### src/rtl/nmi_arb.sv
// Round-robin arbiter sharing one native memory port between NUM_MSTR masters, with a hung-slave watchdog.
// Grant one cycle after a request, ready passes straight through from the slave, one idle cycle between grants.
module nmi_arb #(
  parameter int          NUM_MSTR       = 2,
  parameter int          TIMEOUT_CYCLES = 1024,
  parameter logic [31:0] ERR_RDATA      = 32'hDEAD_BEEF,
  localparam int         IW             = (NUM_MSTR > 1) ? $clog2(NUM_MSTR) : 1
) (
  input  logic                      clk_i,
  input  logic                      rst_i,
  input  logic [NUM_MSTR-1:0]       mst_valid_i,
  input  logic [NUM_MSTR-1:0][31:0] mst_addr_i,
  input  logic [NUM_MSTR-1:0][31:0] mst_wdata_i,
  input  logic [NUM_MSTR-1:0][3:0]  mst_wstrb_i,
  output logic [NUM_MSTR-1:0]       mst_ready_o,
  output logic [31:0]               mst_rdata_o,
  output logic                      slv_valid_o,
  output logic [31:0]               slv_addr_o,
  output logic [31:0]               slv_wdata_o,
  output logic [3:0]                slv_wstrb_o,
  input  logic [31:0]               slv_rdata_i,
  input  logic                      slv_ready_i,
  output logic [NUM_MSTR-1:0]       gnt_o,
  output logic                      busy_o,
  output logic                      err_o,
  output logic                      err_sticky_o,
  output logic [IW-1:0]             err_id_o,
  input  logic                      err_clr_i
);

  localparam int            WW        = (TIMEOUT_CYCLES > 1) ? $clog2(TIMEOUT_CYCLES) : 1;
  localparam logic [WW-1:0] WDOG_LAST = (TIMEOUT_CYCLES > 0) ? WW'(TIMEOUT_CYCLES - 1) : '0;
  localparam logic [IW-1:0] LAST_RST  = IW'(NUM_MSTR - 1);

  typedef enum logic {IDLE, BUSY} state_t;

  state_t        state_q, state_d;
  logic [IW-1:0] gnt_idx_q, gnt_idx_d;
  logic [IW-1:0] last_idx_q, last_idx_d;
  logic [IW-1:0] err_id_q, err_id_d;
  logic [WW-1:0] wdog_q, wdog_d;
  logic          err_sticky_q, err_sticky_d;

  logic          busy, done, timeout, cpl;
  logic          found;
  logic [IW-1:0] pick;
  int            idx;

  assign busy    = (state_q == BUSY);
  assign done    = busy && slv_ready_i;
  assign timeout = (TIMEOUT_CYCLES > 0) && busy && !slv_ready_i && (wdog_q == WDOG_LAST);
  // A reset cycle suppresses completion so an aborted transfer never sees ready.
  assign cpl     = (done || timeout) && !rst_i;

  always_comb begin
    found = 1'b0;
    pick  = '0;
    idx   = 0;
    for (int k = 1; k <= NUM_MSTR; k++) begin
      idx = int'(last_idx_q) + k;
      if (idx >= NUM_MSTR) idx = idx - NUM_MSTR;
      if (!found && mst_valid_i[IW'(idx)]) begin
        found = 1'b1;
        pick  = IW'(idx);
      end
    end
  end

  always_comb begin
    state_d      = state_q;
    gnt_idx_d    = gnt_idx_q;
    last_idx_d   = last_idx_q;
    wdog_d       = wdog_q;
    err_id_d     = err_id_q;
    err_sticky_d = err_clr_i ? 1'b0 : err_sticky_q;
    case (state_q)
      IDLE: begin
        if (found) begin
          gnt_idx_d = pick;
          wdog_d    = '0;
          state_d   = BUSY;
        end
      end
      BUSY: begin
        if (done || timeout) begin
          state_d    = IDLE;
          last_idx_d = gnt_idx_q;
          wdog_d     = '0;
        end else if (TIMEOUT_CYCLES > 0) begin
          wdog_d = wdog_q + 1'b1;
        end
        if (timeout) begin
          err_sticky_d = 1'b1;
          err_id_d     = gnt_idx_q;
        end
      end
      default: state_d = IDLE;
    endcase
  end

  always_comb begin
    mst_ready_o = '0;
    gnt_o       = '0;
    mst_rdata_o = '0;
    slv_addr_o  = '0;
    slv_wdata_o = '0;
    slv_wstrb_o = '0;
    if (cpl) begin
      mst_ready_o[gnt_idx_q] = 1'b1;
      mst_rdata_o            = done ? slv_rdata_i : ERR_RDATA;
    end
    if (busy) begin
      gnt_o[gnt_idx_q] = 1'b1;
      slv_addr_o       = mst_addr_i[gnt_idx_q];
      slv_wdata_o      = mst_wdata_i[gnt_idx_q];
      slv_wstrb_o      = mst_wstrb_i[gnt_idx_q];
    end
  end

  assign slv_valid_o  = busy;
  assign busy_o       = busy;
  assign err_o        = timeout && !rst_i;
  assign err_sticky_o = err_sticky_q;
  assign err_id_o     = err_id_q;

  always_ff @(posedge clk_i) begin
    if (rst_i) begin
      state_q      <= IDLE;
      gnt_idx_q    <= '0;
      last_idx_q   <= LAST_RST;
      wdog_q       <= '0;
      err_sticky_q <= 1'b0;
      err_id_q     <= '0;
    end else begin
      state_q      <= state_d;
      gnt_idx_q    <= gnt_idx_d;
      last_idx_q   <= last_idx_d;
      wdog_q       <= wdog_d;
      err_sticky_q <= err_sticky_d;
      err_id_q     <= err_id_d;
    end
  end

endmodule

### config.mk
export PLATFORM = sky130hd
export DESIGN_NAME = nmi_arb
export DESIGN_NICKNAME = d
export VERILOG_FILES = /design/src/rtl/nmi_arb.sv
export SDC_FILE = /design/constraint.sdc
export NUM_CORES = 1
export LEC_CHECK = 0
export BUFFER_PORTS_ARGS = -buffer_cell sky130_fd_sc_hd__buf_2
export CAP_MARGIN = 20
export CORE_AREA = 2 2 110 112
export DETAILED_ROUTE_END_ITERATION = 10
export DIE_AREA = 0 0 112 114
export HOLD_SLACK_MARGIN = 0.1
export PLACE_DENSITY = 0.64
export SLEW_MARGIN = 5
export SYNTH_ARGS = -nofsm -noshare
export SYNTH_HDL_FRONTEND = slang
export SYNTH_SLANG_ARGS = --single-unit
### constraint.sdc
create_clock -name clk_i -period 2.3 [get_ports clk_i]
set_input_delay 0 -clock clk_i [delete_from_list [all_inputs] [get_ports clk_i]]
set_output_delay 0 -clock clk_i [all_outputs]
set_load 0.1 [all_outputs]
# Yosys cells after proc, flatten, opt, wreduce, memory -nomap -nowiden
# Cells that the tools add are included.
[classes]
reduce_logical = 14
n_bitwise = 1
eq_ne = 2
muxes = 34
addsub = 5
magnitude_cmp = 6
[ops]
columns = ["operator", "n"]
rows = [
  ["2-to-1 mux 32 bit", 8],
  ["2-to-1 mux 10 bit", 2],
  ["case mux 10 bit (2 select lines)", 1],
  ["2-to-1 mux 1 bit", 16],
  ["2-to-1 mux 4 bit", 3],
  ["adder 10 x 1 -> 10 bit (second input constant)", 1],
  ["equality test 10 bit (second input constant)", 1],
  ["logical AND 1 bit", 7],
  ["< comparator 1 x 3 -> 1 bit (second input constant)", 2],
  ["AND reduction 2 bit", 3],
  ["2-to-1 mux 2 bit", 2],
  ["adder 1 x 2 -> 3 bit (second input constant)", 1],
  [">= comparator 3 x 2 -> 1 bit (second input constant)", 1],
  ["logical NOT 1 bit", 3],
  ["adder 1 x 1 -> 2 bit (second input constant)", 1],
  [">= comparator 2 bit (second input constant)", 1],
  ["< comparator 1 x 2 -> 1 bit (second input constant)", 1],
  ["inequality test 2 bit (second input constant)", 1],
  ["case mux 1 bit (2 select lines)", 1],
  ["subtractor 1 bit (second input constant)", 2],
  ["demux 1 bit (select 1 bit)", 1],
  [">= comparator 1 bit (second input constant)", 1],
  ["logical OR 1 bit", 1],
  ["NOT 1 bit", 1],
]
[word_totals]
register_bits = 15
output_inout_bits = 109
in_bits = 174
elab_cells = 68

# Depth between registers and ports, before layout
[logic_depth]
depth_word = 12
ltp_mapped = 7
mapped_depth_nobuf = 5

# Least setup slack after synthesis
# No wires, ideal clock.
[synth_path]
path_type = "reg-to-output"
start = "reg state_q (netlist: busy_o)"
end = "out slv_addr_o[22]"
path_buffers = 3
slack_ns = -0.824
stages_incl_launch_ff = 5
arrival_ns = 3.124
required_ns = 2.300
path_cell_list = "dfxtp_1 > buf_2 > clkbuf_1 > clkbuf_1 > nor2b_1"
[synth_via]
elab_chain_cells = 1
[synth_rtl]
columns = ["element", "line_no", "text"]
rows = [
  ["from (decl)", "37", "state_t state_q, state_d;"],
  ["from (signal assigned)", "135", "state_q <= state_d;"],
  ["2-to-1 mux 32 bit", "112", "if (busy) begin"],
  ["to (decl)", "18", "output logic [31:0] slv_addr_o,"],
]
# Every way passes these cells.

# Final worst setup path
[layout_path]
start = "reg wdog_q[0]"
end = "out mst_rdata_o[13]"
[layout_via]
elab_chain_cells = 5
[layout_rtl]
columns = ["element", "line_no", "text"]
rows = [
  ["from (decl)", "41", "logic [WW-1:0] wdog_q, wdog_d;"],
  ["from (signal assigned)", "138", "wdog_q <= wdog_d;"],
  ["equality test 10 bit", "51", "assign timeout = (TIMEOUT_CYCLES > 0) && busy && !slv_ready_i && (wdog_q == WDOG_LAST);"],
  ["logical AND 1 bit", "51", ""],
  ["logical OR 1 bit", "53", "assign cpl = (done || timeout) && !rst_i;"],
  ["logical AND 1 bit", "53", ""],
  ["2-to-1 mux 32 bit", "108", "if (cpl) begin"],
  ["to (decl)", "16", "output logic [31:0] mst_rdata_o,"],
]
# Every way passes these cells.

==> results.sh <==
export IMPL_area_delta_synth_final_pct=105
export IMPL_drtPass1Iterations=4
export IMPL_max_freq_mhz=470
export IMPL_synth_flop_cell="dfxtp_1"
export IMPL_insertedDiodeCount=0
export IMPL_peakVddDrop_uv=209
export IMPL_netlist_area_leader_share_pct=30.9
export IMPL_drcViolationCount=0
export IMPL_hp_class="in2reg"
export IMPL_synth_edff_count=0
export IMPL_p_per_area_nw_per_um2=408
export IMPL_syn_nets=462
export IMPL_yosysSeqAreaShare_pct=13.2
export IMPL_grt_first_pass_wirelength_mm=14.2
export IMPL_ff2ff_path_depth=5
export IMPL_first_iter_violations=63
export IMPL_crit_fanout=27
export IMPL_grt_setup_unrepaired="no"
export IMPL_post_place_cells=697
export IMPL_grt_pass1_vias=2856
export IMPL_avgRoutedWirePerCell_um=13.4
export IMPL_fin_crit_ps=2130
export IMPL_cp_data_arrival_time_ps=2130
export IMPL_crit_chain="ha_2 > nand3_1 > nor3_4 > o211a_1 > buf_6 > o21a_1 > buf_12"
export IMPL_setup_viol=0
export IMPL_crit_type="reg2out"
export IMPL_numCtsBuffers=3
export IMPL_grt_max_degree=42
export IMPL_globalplace_congestion=0.773
export IMPL_fin_setup_tns_ps=0
export IMPL_grt_antenna_before_repair=0
export IMPL_hold_depth=3
export IMPL_end_kind="output port"
export IMPL_timing_rr_end="err_id_o"
export IMPL_die_h_um=114
export IMPL_async_reset_ff_share_pct=0
export IMPL_synthTopCellsByArea="mux2i_1 (31%), nor2b_1 (19%), dfxtp_1 (13%)"
export IMPL_syn_inst=287
export IMPL_htree_levels=1
export IMPL_pin_count=283
export IMPL_netlist_top_cell_by_area="mux2i_1"
export IMPL_grt_overflow=0
export IMPL_vias=3002
export IMPL_globalRouteTotalUtil_pct=13.3
export IMPL_totalWireLength_mm=9.40
export IMPL_status="finished clean"
export IMPL_drive_above_1_share_pct=67.4
export IMPL_avgViaCountPerCell=4.28
export IMPL_crit_path_start_kind="register"
export IMPL_fin_crit_sh_pct=92.5
export IMPL_rows=40
export IMPL_worst_slew_pin_slew_ps=589
export IMPL_cts_tree="done"
export IMPL_cts_path_max_buffers=2
export IMPL_hold_start="slv_ready_i"
export IMPL_timing_hold_violations_final=0
export IMPL_die_w_um=112
export IMPL_relSlewSlack_pct=60.4
export IMPL_critPathSlowestCell="dfxtp_1"
export IMPL_max_cap_violations=0
export IMPL_numPortBuffers=281
export IMPL_initial_core_util_pct=19.4
export IMPL_avgSynthCellArea_um2=7.91
export IMPL_fillCellCount=1220
export IMPL_coreArea_um2=11700
export IMPL_cts_root_buf="clkbuf_16"
export IMPL_nets=731
export IMPL_mostFrequentLayoutCell="buf_2"
export IMPL_instances_no_fill=702
export IMPL_final_core_util_pct=39.6
export IMPL_cellLeakagePower_nw=2.23
export IMPL_r2r_start="wdog_q[0]"
export IMPL_finalMaxSlewViolations=0
export IMPL_whs_endpoint="last_idx_q"
export IMPL_ys_types=41
export IMPL_ys_seq_elements=15
export IMPL_r2r_slack_ps=520
export IMPL_clkTransAtPathRegs_ps=50
export IMPL_slowest_delay_ps=380
export IMPL_worst_ep_required_time_ps=2300
export IMPL_dieArea_um2=12800
export IMPL_synth_yosys_warnings=0
export IMPL_mostFrequentLayoutCells="buf_2 (246), mux2i_1 (70), nor2b_2 (60)"
export IMPL_dpl_hpwl_mm=8.04
export IMPL_fin_worst_skew_ps=3.02
export IMPL_synth_area_um2=2270
export IMPL_clk_latency_ps=250
export IMPL_clock_sinks=15
export IMPL_ant_nets=0
==> layer usage <==
metal,track usage (%),vias up,share of wire [%]
met5,0,-,0
met4,1.95,0,0.99
met3,1.91,8,6.4
met2,25.4,135,53
met1,16.3,1322,40
li1,-,1537,-
==> worst max-delay path by stage <==
stage                    from              end  slack [ps]  cells past startpoint
CTS                 wdog_q[0]  mst_rdata_o[13]          70                      7
floorplan              busy_o         gnt_o[0]          40                      4
finish              wdog_q[0]  mst_rdata_o[13]         170                      7
global placement    wdog_q[0]   mst_ready_o[0]         420                      7
global route        wdog_q[0]  mst_rdata_o[26]           5                      7
detailed placement  wdog_q[0]  mst_rdata_o[11]         350                      7
==> final cells by class <==
cell class	count	area (µm²)	area share (%)
Timing Repair Buffer	289	2020	43.6
Inverter	3	11.3	0.243
Clock buffer	4	78.8	1.70
Sequential cell	15	305	6.58
Tap cell	147	184	3.96
Multi-Input combinational cell	244	2040	43.9
==> registers in the layout, indices dropped and copies added (netlist names) <==
register and cells:
err_id_o 1, wdog_q 10, err_sticky_o 1, last_idx_q 1, gnt_idx_q 1, busy_o 1
==> cells by family after synthesis <==
group | count (synthesis) | synth area share [%]
buffers and inverters | 28 | 7.06
XOR/XNOR | 1 | 0.386
flip-flops | 15 | 13.2
adder cells (fa/ha/maj) | 1 | 0.551
AND/OR/NAND/NOR | 126 | 33.1
AO/OA/AOI/OAI | 46 | 14.8
multiplexers | 70 | 30.9
==> Yosys cell counts, types with 2 or more instances <==
cell	n
mux2i_1	70
nor2b_1	70
o21a_1	24
dfxtp_1	15
and2_1	13
clkbuf_1	11
nand2_1	11
buf_2	9
nor2_1	9
nand3_1	7
a21oi_1	5
o21ai_0	5
inv_1	3
nor3_1	3
and3_2	2
buf_12	2
nand2b_1	2
nor4_1	2
o22ai_1	2
==> power breakdown <==
group          total, mW  switching [mW]  internal, mW
Sequential         0.282          0.0170         0.265
Clock              0.344           0.109         0.235
Combinational       1.27           0.894         0.375
==> what timing repair did <==
action / CTS / global route
endpoints found under the setup margin: 0 / 26
gates resized for setup: 0 / 3
setup buffers: 0 / 0
hold endpoints to repair: 1 / 0
hold buffers: 1 / 0
==> critical path: cells and delay by family (launching register included) <==
| family | cells | cell delay (ps) |
|---|---|---|
| compound gates | 2 | 390 |
| fa+ha+maj | 1 | 250 |
| buf+inv | 2 | 400 |
| flops | 1 | 380 |
| simple gates | 2 | 440 |
==> per-stage QoR <==
step           total power [mW]  setup slack (ps)  hold slack, ps  instance area, µm²
6_report                   1.89               172            98.5                4640
5_1_grt                    1.97              4.75             135                4640
4_1_cts                    1.91              74.4             103                4630
3_5_place_dp               1.56               347             282                4540
3_3_place_gp               1.56               424             273                4540
2_1_floorplan              1.23              38.0             182                2490
(Power assumes the default switching activity.)
